<file path="config.mk">
export PLATFORM = sky130hd
export DESIGN_NAME = snake_head_stepper
export DESIGN_NICKNAME = d
export VERILOG_FILES = /design/src/rtl/snake_pkg.sv /design/src/rtl/snake_tick_gen.sv /design/src/rtl/snake_head_stepper.sv
export SDC_FILE = /design/constraint.sdc
export NUM_CORES = 1
export LEC_CHECK = 0
export CAP_MARGIN = 25
export CELL_PAD_IN_SITES_DETAIL_PLACEMENT = 1
export CELL_PAD_IN_SITES_GLOBAL_PLACEMENT = 1
export CORE_UTILIZATION = 48
export DETAILED_ROUTE_END_ITERATION = 8
export GPL_TIMING_DRIVEN = 0
export PLACE_DENSITY = 0.95
export REMOVE_ABC_BUFFERS = 1
export SLEW_MARGIN = 20
export SYNTH_ARGS = -nofsm -noshare
export SYNTH_HDL_FRONTEND = slang
export SYNTH_SLANG_ARGS = --single-unit
export TNS_END_PERCENT = 50
</file>
<file path="constraint.sdc">
create_clock -name clock -period 4.45 [get_ports clock]
set_clock_uncertainty 0.15 [all_clocks]
set_input_delay 0.89 -clock clock [delete_from_list [all_inputs] [get_ports clock]]
set_output_delay 0.89 -clock clock [all_outputs]
set_load 0.02 [all_outputs]
</file>
<file path="src/rtl/snake_pkg.sv">
// Shared definitions for the snake game datapath: direction codes,
// head-stepper state encoding and default board/clock settings.
package snake_pkg;

   localparam logic [3:0] DIR_NONE  = 4'b0000;
   localparam logic [3:0] DIR_DOWN  = 4'b0001;
   localparam logic [3:0] DIR_UP    = 4'b0010;
   localparam logic [3:0] DIR_RIGHT = 4'b0100;
   localparam logic [3:0] DIR_LEFT  = 4'b1000;

   localparam int GRID_W     = 32;
   localparam int GRID_H     = 24;
   localparam int CLOCK_FREQ = 50_000_000;

   typedef enum logic [1:0] {
      IDLE      = 2'd0,
      RUN       = 2'd1,
      GAME_OVER = 2'd2
   } state_t;

   // Only the four single-bit codes count as a movement request.
   function automatic logic dir_legal(input logic [3:0] dir);
      return (dir == DIR_DOWN) || (dir == DIR_UP) ||
             (dir == DIR_RIGHT) || (dir == DIR_LEFT);
   endfunction

endpackage

</file>
<file path="src/rtl/snake_tick_gen.sv">
// Modulo-TICK_DIV game tick counter: counts while enabled, clears to zero
// on request, and pulses tick combinationally on the terminal count.
module snake_tick_gen #(
   parameter int TICK_DIV = 5_000_000
) (
   input  logic clock,
   input  logic reset,
   input  logic en,
   input  logic clr,
   output logic tick
);

   localparam int CNT_W = $clog2(TICK_DIV);

   logic [CNT_W-1:0] tick_cnt_q, tick_cnt_d;
   logic             at_last;

   assign at_last = (tick_cnt_q == CNT_W'(TICK_DIV - 1));
   assign tick    = en && at_last;

   always_comb begin
      tick_cnt_d = tick_cnt_q;
      if (clr) begin
         tick_cnt_d = '0;
      end else if (en) begin
         tick_cnt_d = at_last ? '0 : tick_cnt_q + CNT_W'(1);
      end
   end

   always_ff @(posedge clock or posedge reset) begin
      if (reset) begin
         tick_cnt_q <= '0;
      end else begin
         tick_cnt_q <= tick_cnt_d;
      end
   end

endmodule

</file>
<file path="src/rtl/snake_head_stepper.sv">
// Advances the snake head one cell per game tick in the requested direction,
// stopping with a sticky game_over when the move would leave the grid.
module snake_head_stepper
   import snake_pkg::*;
#(
   parameter int GRID_W   = snake_pkg::GRID_W,
   parameter int GRID_H   = snake_pkg::GRID_H,
   parameter int X_W      = 5,
   parameter int Y_W      = 5,
   parameter int TICK_DIV = snake_pkg::CLOCK_FREQ / 10,
   parameter int START_X  = 16,
   parameter int START_Y  = 12
) (
   input  logic           clock,
   input  logic           reset,
   input  logic [3:0]     direction,
   input  logic           pause,
   output logic [X_W-1:0] head_x,
   output logic [Y_W-1:0] head_y,
   output logic           step_valid,
   output logic           game_over
);

   state_t         state_q, state_d;
   logic [X_W-1:0] head_x_q, head_x_d;
   logic [Y_W-1:0] head_y_q, head_y_d;
   logic           step_valid_q, step_valid_d;
   logic           game_over_q, game_over_d;
   logic           tick;
   logic           blocked;

   snake_tick_gen #(
      .TICK_DIV (TICK_DIV)
   ) u_tick_gen (
      .clock (clock),
      .reset (reset),
      .en    ((state_q == RUN) && !pause),
      .clr   (state_q == IDLE),
      .tick  (tick)
   );

   // Edge test happens on the current head so the add/subtract never wraps.
   always_comb begin
      blocked = 1'b0;
      unique case (direction)
         DIR_DOWN:  blocked = (head_y_q == Y_W'(GRID_H - 1));
         DIR_UP:    blocked = (head_y_q == '0);
         DIR_RIGHT: blocked = (head_x_q == X_W'(GRID_W - 1));
         DIR_LEFT:  blocked = (head_x_q == '0);
         default:   blocked = 1'b0;
      endcase
   end

   always_comb begin
      state_d      = state_q;
      head_x_d     = head_x_q;
      head_y_d     = head_y_q;
      step_valid_d = 1'b0;
      game_over_d  = game_over_q;
      unique case (state_q)
         IDLE: begin
            if (dir_legal(direction)) begin
               state_d = RUN;
            end
         end
         RUN: begin
            if (tick && dir_legal(direction)) begin
               if (blocked) begin
                  game_over_d = 1'b1;
                  state_d     = GAME_OVER;
               end else begin
                  step_valid_d = 1'b1;
                  unique case (direction)
                     DIR_DOWN:  head_y_d = head_y_q + Y_W'(1);
                     DIR_UP:    head_y_d = head_y_q - Y_W'(1);
                     DIR_RIGHT: head_x_d = head_x_q + X_W'(1);
                     default:   head_x_d = head_x_q - X_W'(1);
                  endcase
               end
            end
         end
         GAME_OVER: begin
            game_over_d = 1'b1;
         end
         default: begin
            state_d = IDLE;
         end
      endcase
   end

   always_ff @(posedge clock or posedge reset) begin
      if (reset) begin
         state_q      <= IDLE;
         head_x_q     <= X_W'(START_X);
         head_y_q     <= Y_W'(START_Y);
         step_valid_q <= 1'b0;
         game_over_q  <= 1'b0;
      end else begin
         state_q      <= state_d;
         head_x_q     <= head_x_d;
         head_y_q     <= head_y_d;
         step_valid_q <= step_valid_d;
         game_over_q  <= game_over_d;
      end
   end

   assign head_x     = head_x_q;
   assign head_y     = head_y_q;
   assign step_valid = step_valid_q;
   assign game_over  = game_over_q;

endmodule

</file>
======== Word level (Yosys, flattened, before mapping) ========
Cells that the tools add are included.
cells by class
  $add $sub $neg .......................... 5
  eq/ne operators ......................... 12
  bitwise logic cells ..................... 3
  muxes and demuxes ....................... 16
  reductions and logical operators ........ 18
operators by type and width
  cell                                                 count
  two-way mux 23 bit                                   3
  adder 23 x 1 -> 23 bit, second input constant        1
  equality test 23 bit, second input constant          1
  one-hot mux 5 bit (2 select lines)                   2
  AND reduction 4 bit                                  3
  adder 5 x 1 -> 5 bit, second input constant          2
  equality test 5 bit, second input constant           2
  logical NOT 5 bit                                    2
  subtractor 5 x 1 -> 5 bit, second input constant     2
  two-way mux 2 bit                                    3
  one-hot mux 2 bit (3 select lines)                   1
  nonzero test 2 bit                                   3
  two-way mux 1 bit                                    5
  equality test 4 x 1 -> 1 bit, second input constant  1
  equality test 4 x 2 -> 1 bit, second input constant  1
  equality test 4 x 3 -> 1 bit, second input constant  1
  equality test 4 bit, second input constant           1
  != test 2 bit, second input constant                 2
  one-hot mux 1 bit (4 select lines)                   1
  logical AND 1 bit                                    3
  logical OR 1 bit                                     3
  NOT 1 bit                                            3
  AND reduction 3 bit                                  1
  equality test 2 x 1 -> 1 bit, second input constant  1
  other kinds (6)                                      6
storage, ports and cells
  bits of input ports ..................... 7
  output and inout bits ................... 12
  word-level logic and storage cells ...... 60
  flip-flop bits (word level) ............. 37

======== Longest topological paths before layout ========
  depth in word-level cells ............... 7
  depth in mapped cells ................... 9

======== By module ========
Synthesis repeated with hierarchy kept, for this count alone.
second synthesis, totals
  cell total of the unflattened synthesis .. 234
  area, all modules ....................... 2,290.9 um^2
by module, submodules not included
  module              area each (um^2)  times used  cells an instance  sequential area each (um^2)
  snake_tick_gen      1,327.5           1           143                575.6
  snake_head_stepper  963.4             1           91                 354.1

======== Least setup slack after synthesis ========
OpenSTA, ideal clock, no wires.
  kind .................................... in2reg
  from .................................... input direction[1]
  to ...................................... register head_x_q[4] (netlist: head_x[4])
  path slack .............................. 1.482 ns
  data required time ...................... 4.225 ns
  stages on the path ...................... 9
  buffers on the path ..................... 0
  library setup time ...................... 0.075 ns
  data arrival time ....................... 2.744 ns
  cells stage by stage .................... or2_2 > nor3b_1 > inv_1 > fa_1 > a21o_1 > a21oi_1 > xnor2_1 > nor2_1 > xor2_1
between the ends
  word-level cells in the longest chain between the ends .. 6
  elaborated cells between the ends (all ways) .. 14
  those cells by class .................... eq/ne (4); mux (2); bitwise (2); reduce/logical (6)
RTL lines
  what                                                                          line                                                                 text
  start, declared                                                               snake_head_stepper.sv:16                                             input logic [3:0] direction,
  equality test 4 x 1 -> 1 bit or equality test 4 x 2 -> 1 bit (tied branches)  snake_pkg.sv:23, snake_head_stepper.sv:45, snake_head_stepper.sv:73
  logical OR 1 bit (2 in a row)                                                 snake_pkg.sv:23                                                      return (dir == DIR_DOWN) || (dir == DIR_UP) ||
  logical OR 1 bit                                                              snake_pkg.sv:24                                                      (dir == DIR_RIGHT) || (dir == DIR_LEFT);
  logical AND 1 bit                                                             snake_head_stepper.sv:67                                             if (tick && dir_legal(direction)) begin
  AND reduction 4 bit (no line)                                                 -
  end signal, assigned                                                          snake_head_stepper.sv:94                                             head_x_q <= X_W'(START_X);
  end, declared                                                                 snake_head_stepper.sv:25                                             logic [X_W-1:0] head_x_q, head_x_d;
Several ways; a longest one is shown, not always the timed one.
A chain may end at the register's enable or synchronous reset.

======== Worst setup path in the final report ========
  from .................................... input direction[0]
  to ...................................... register head_x_q[4] (netlist: head_x[4])
Same word-level chain as after synthesis.

==> reports/metrics.yaml <==
diodes: 0
power.leakage_nw: 1.051
layout-area-overhead-vs-synth_pct: 14.20
cts_htree_levels: 2
worst_ep_required_time_ns: 4.51
clk_pin_slew_ns: 0.06
hold_ws_ns: 0.3336
hold_viol: 0
synth_xor_area_frac: 0.09938
fin_nets: 262
clk_latency_ns: 0.29
cts_tree: "done"
clock_path_buffers: 2
finish.utilization: 0.5739
grt_max_degree: 38
grt_pass1_wl_um: 8852
drv_slew: 0
viasPerCell: 5.916
cts_hold_buf: 0
wire_per_inst_um: 17.08
die_area_um2: 4865
hpwl_um: 3812
vias: 1769
maxCapViolCount: 0
rsz0062_at_grt: "false"
drc: 0
crit_type: "input port to flop"
dr.pass1.iters: 4
cts.sinks: 37
synth_cells: 225
synth_flop_cell: "dfrtp_1"
drt-total-wl_um: 5107
period_share: 0.8038
core_region_area_um2: 4384
root_buffer: "clkbuf_8"
async_flop_share: 1.000
die_w_um: 69.75
ir_drop_mv: 0.2263
start_kind: "input port"
cts_buffers: 5
rows: 24
synthMuxAreaShare: 0.02328
ys_warn_count: 0
drt_iter0_drc: 75
synthAdderAreaFrac: 0.05792
postCtsSetupRepairBufs: 0
end_kind: "flop"
design_area_um2: 2516
hold_class: "flop to flop"
tns_ns: 0
cts_resized: 0
routabilityCongestion: 0.8539
portBuffers: 18
floorplan.die.height_um: 69.75
worstPathArrival_ns: 3.64
initial_utilization: 0.5026
yosys.area_share.simple: 0.2675
synth_compound_area_frac: 0.1079
power_mw: 0.7101
relSlewSlack: 0.4866
worstMarginPinSlew_ns: 0.7690
place_area_um2: 2426
synth_edf_count: 0
p_per_area_nw_per_um2: 282.2
ys_seq_area_frac: 0.4219
synth_area_per_cell_um2: 9.793
drtAntennaViolNets: 0
path_max_fanout: 5
period_needed_ns: 3.577
gr-total-overflow: 0
outcome: "finished clean"
ioPinCount: 19
yosysUniqueCellTypes: 51
netlist_area_um2: 2203
synth-seq-cells: 37
finalSetupViolations: 0
fmaxAchievable_mhz: 279.6
synth_top_family_by_area: "simple AND/OR/NAND/NOR gates"
drive_gt1_frac: 0.1093
grt_use_total: 0.2312
antenna_found_initial: 0
first_global_vias: 1828
[Yosys cell counts, types with 2 or more instances]
library cell / count / area [um^2]
dfrtp_1: 34 / 850.8
nand2_1: 20 / 75.07
nor2_1: 20 / 75.07
xor2_1: 13 / 113.9
xnor2_1: 12 / 105.1
o21ai_0: 11 / 55.05
nand4_1: 10 / 62.56
a21oi_1: 7 / 35.03
ha_1: 7 / 87.58
inv_1: 7 / 26.28
a21o_1: 5 / 37.54
nand3_1: 5 / 25.02
or3_1: 5 / 31.28
and3_1: 4 / 25.02
o21ai_1: 4 / 20.02
or2_2: 4 / 25.02
buf_2: 3 / 15.01
dfstp_2: 3 / 78.83
nand2b_1: 3 / 18.77
nor3_1: 3 / 15.01
nor3b_1: 3 / 22.52
o31ai_1: 3 / 22.52
a21oi_2: 2 / 17.52
a31oi_1: 2 / 12.51
and2_1: 2 / 12.51
and4_1: 2 / 17.52
fa_1: 2 / 40.04
mux2_4: 2 / 30.03
nor3_2: 2 / 20.02
nor4_1: 2 / 12.51
nor4b_1: 2 / 17.52
o22ai_1: 2 / 12.51
[final cells by class]
type / instances / area [um^2]
Fill cell: 511 / 1868
Timing Repair Buffer: 18 / 180.2
Multi-Input combinational cell: 177 / 1225
Sequential cell: 37 / 929.6
Clock buffer: 8 / 90.09
Inverter: 7 / 26.28
Tap cell: 52 / 65.06
[per-layer routing]
layer,up-vias,global-route usage,share of wire
li1,842,-,-
met1,894,0.3157,0.47
met2,24,0.3657,0.48
met3,9,0.03924,0.025
met4,0,0.09556,0.021
met5,-,0,0
[worst paths after layout]
path | end | startpoint | depth (start not counted) | slack, ns
setup / recovery | head_x[4]$_DFFE_PP1P_ | direction[0] | 10 | 0.87
hold / removal | game_over$_DFFE_PP0P_ | game_over$_DFFE_PP0P_ | 1 | 0.33
setup reg to reg | u_tick_gen.tick_cnt_q[22]$_DFFE_PP0P_ | u_tick_gen.tick_cnt_q[0]$_DFFE_PP0P_ | 6 | 1.82
hold reg to reg | game_over$_DFFE_PP0P_ | game_over$_DFFE_PP0P_ | 1 | 0.33
max in group asynchronous | head_x[1]$_DFFE_PP0P_ | reset | 2 | 2.74
min in group asynchronous | u_tick_gen.tick_cnt_q[15]$_DFFE_PP0P_ | reset | 2 | 0.91
[worst max-delay path, stage by stage]
cell	delay, ns
clkdlybuf4s50_1	0.49
or2_2	0.33
nor3b_1	0.45
inv_1	0.21
fa_1	0.45
a21o_1	0.18
a21oi_1	0.19
xnor2_1	0.09
nor2_1	0.18
xor2_1	0.18
[state kept, by name (all words and copies together), names as in the netlist]
register / cells
u_tick_gen.tick_cnt_q: 23
head_x: 5
head_y: 5
state_q: 2
game_over: 1
step_valid: 1
[per-stage QoR]
| step | std cells | setup WS (ns) |
|---|---|---|
| 6_report | 299 | 0.8729 |
| 5_1_grt | 299 | 0.7647 |
| 4_1_cts | 299 | 0.8823 |
| 3_5_place_dp | 291 | 0.5907 |
| 3_3_place_gp | 291 | 0.7898 |
| 2_1_floorplan | 221 | 1.482 |
[power by group]
group	internal, mW	switching, mW
combinational	0.0336	0.0515
sequential	0.358	0.0259
clock	0.126	0.115
total	0.518	0.193
[logic make-up after synthesis]
| logic type | after synthesis |
|---|---|
| mux | 4 |
| buf+inv | 11 |
| compound gates | 39 |
| flops | 37 |
| fa+ha+maj | 9 |
| simple gates | 100 |
| xor+xnor | 25 |
[cells in the final DEF (no fill, tap or decap), types with 6 or more instances in the layout]
cell type        instances
dfrtp_1                 34
nor2_1                  20
nand2_1                 20
clkdlybuf4s50_1         18
xor2_1                  13
xnor2_1                 12
o21ai_0                 11
nand4_1                 10
a21oi_1                  7
ha_1                     7
inv_1                    6
clkbuf_8                 6
(Power assumes the default switching activity.)
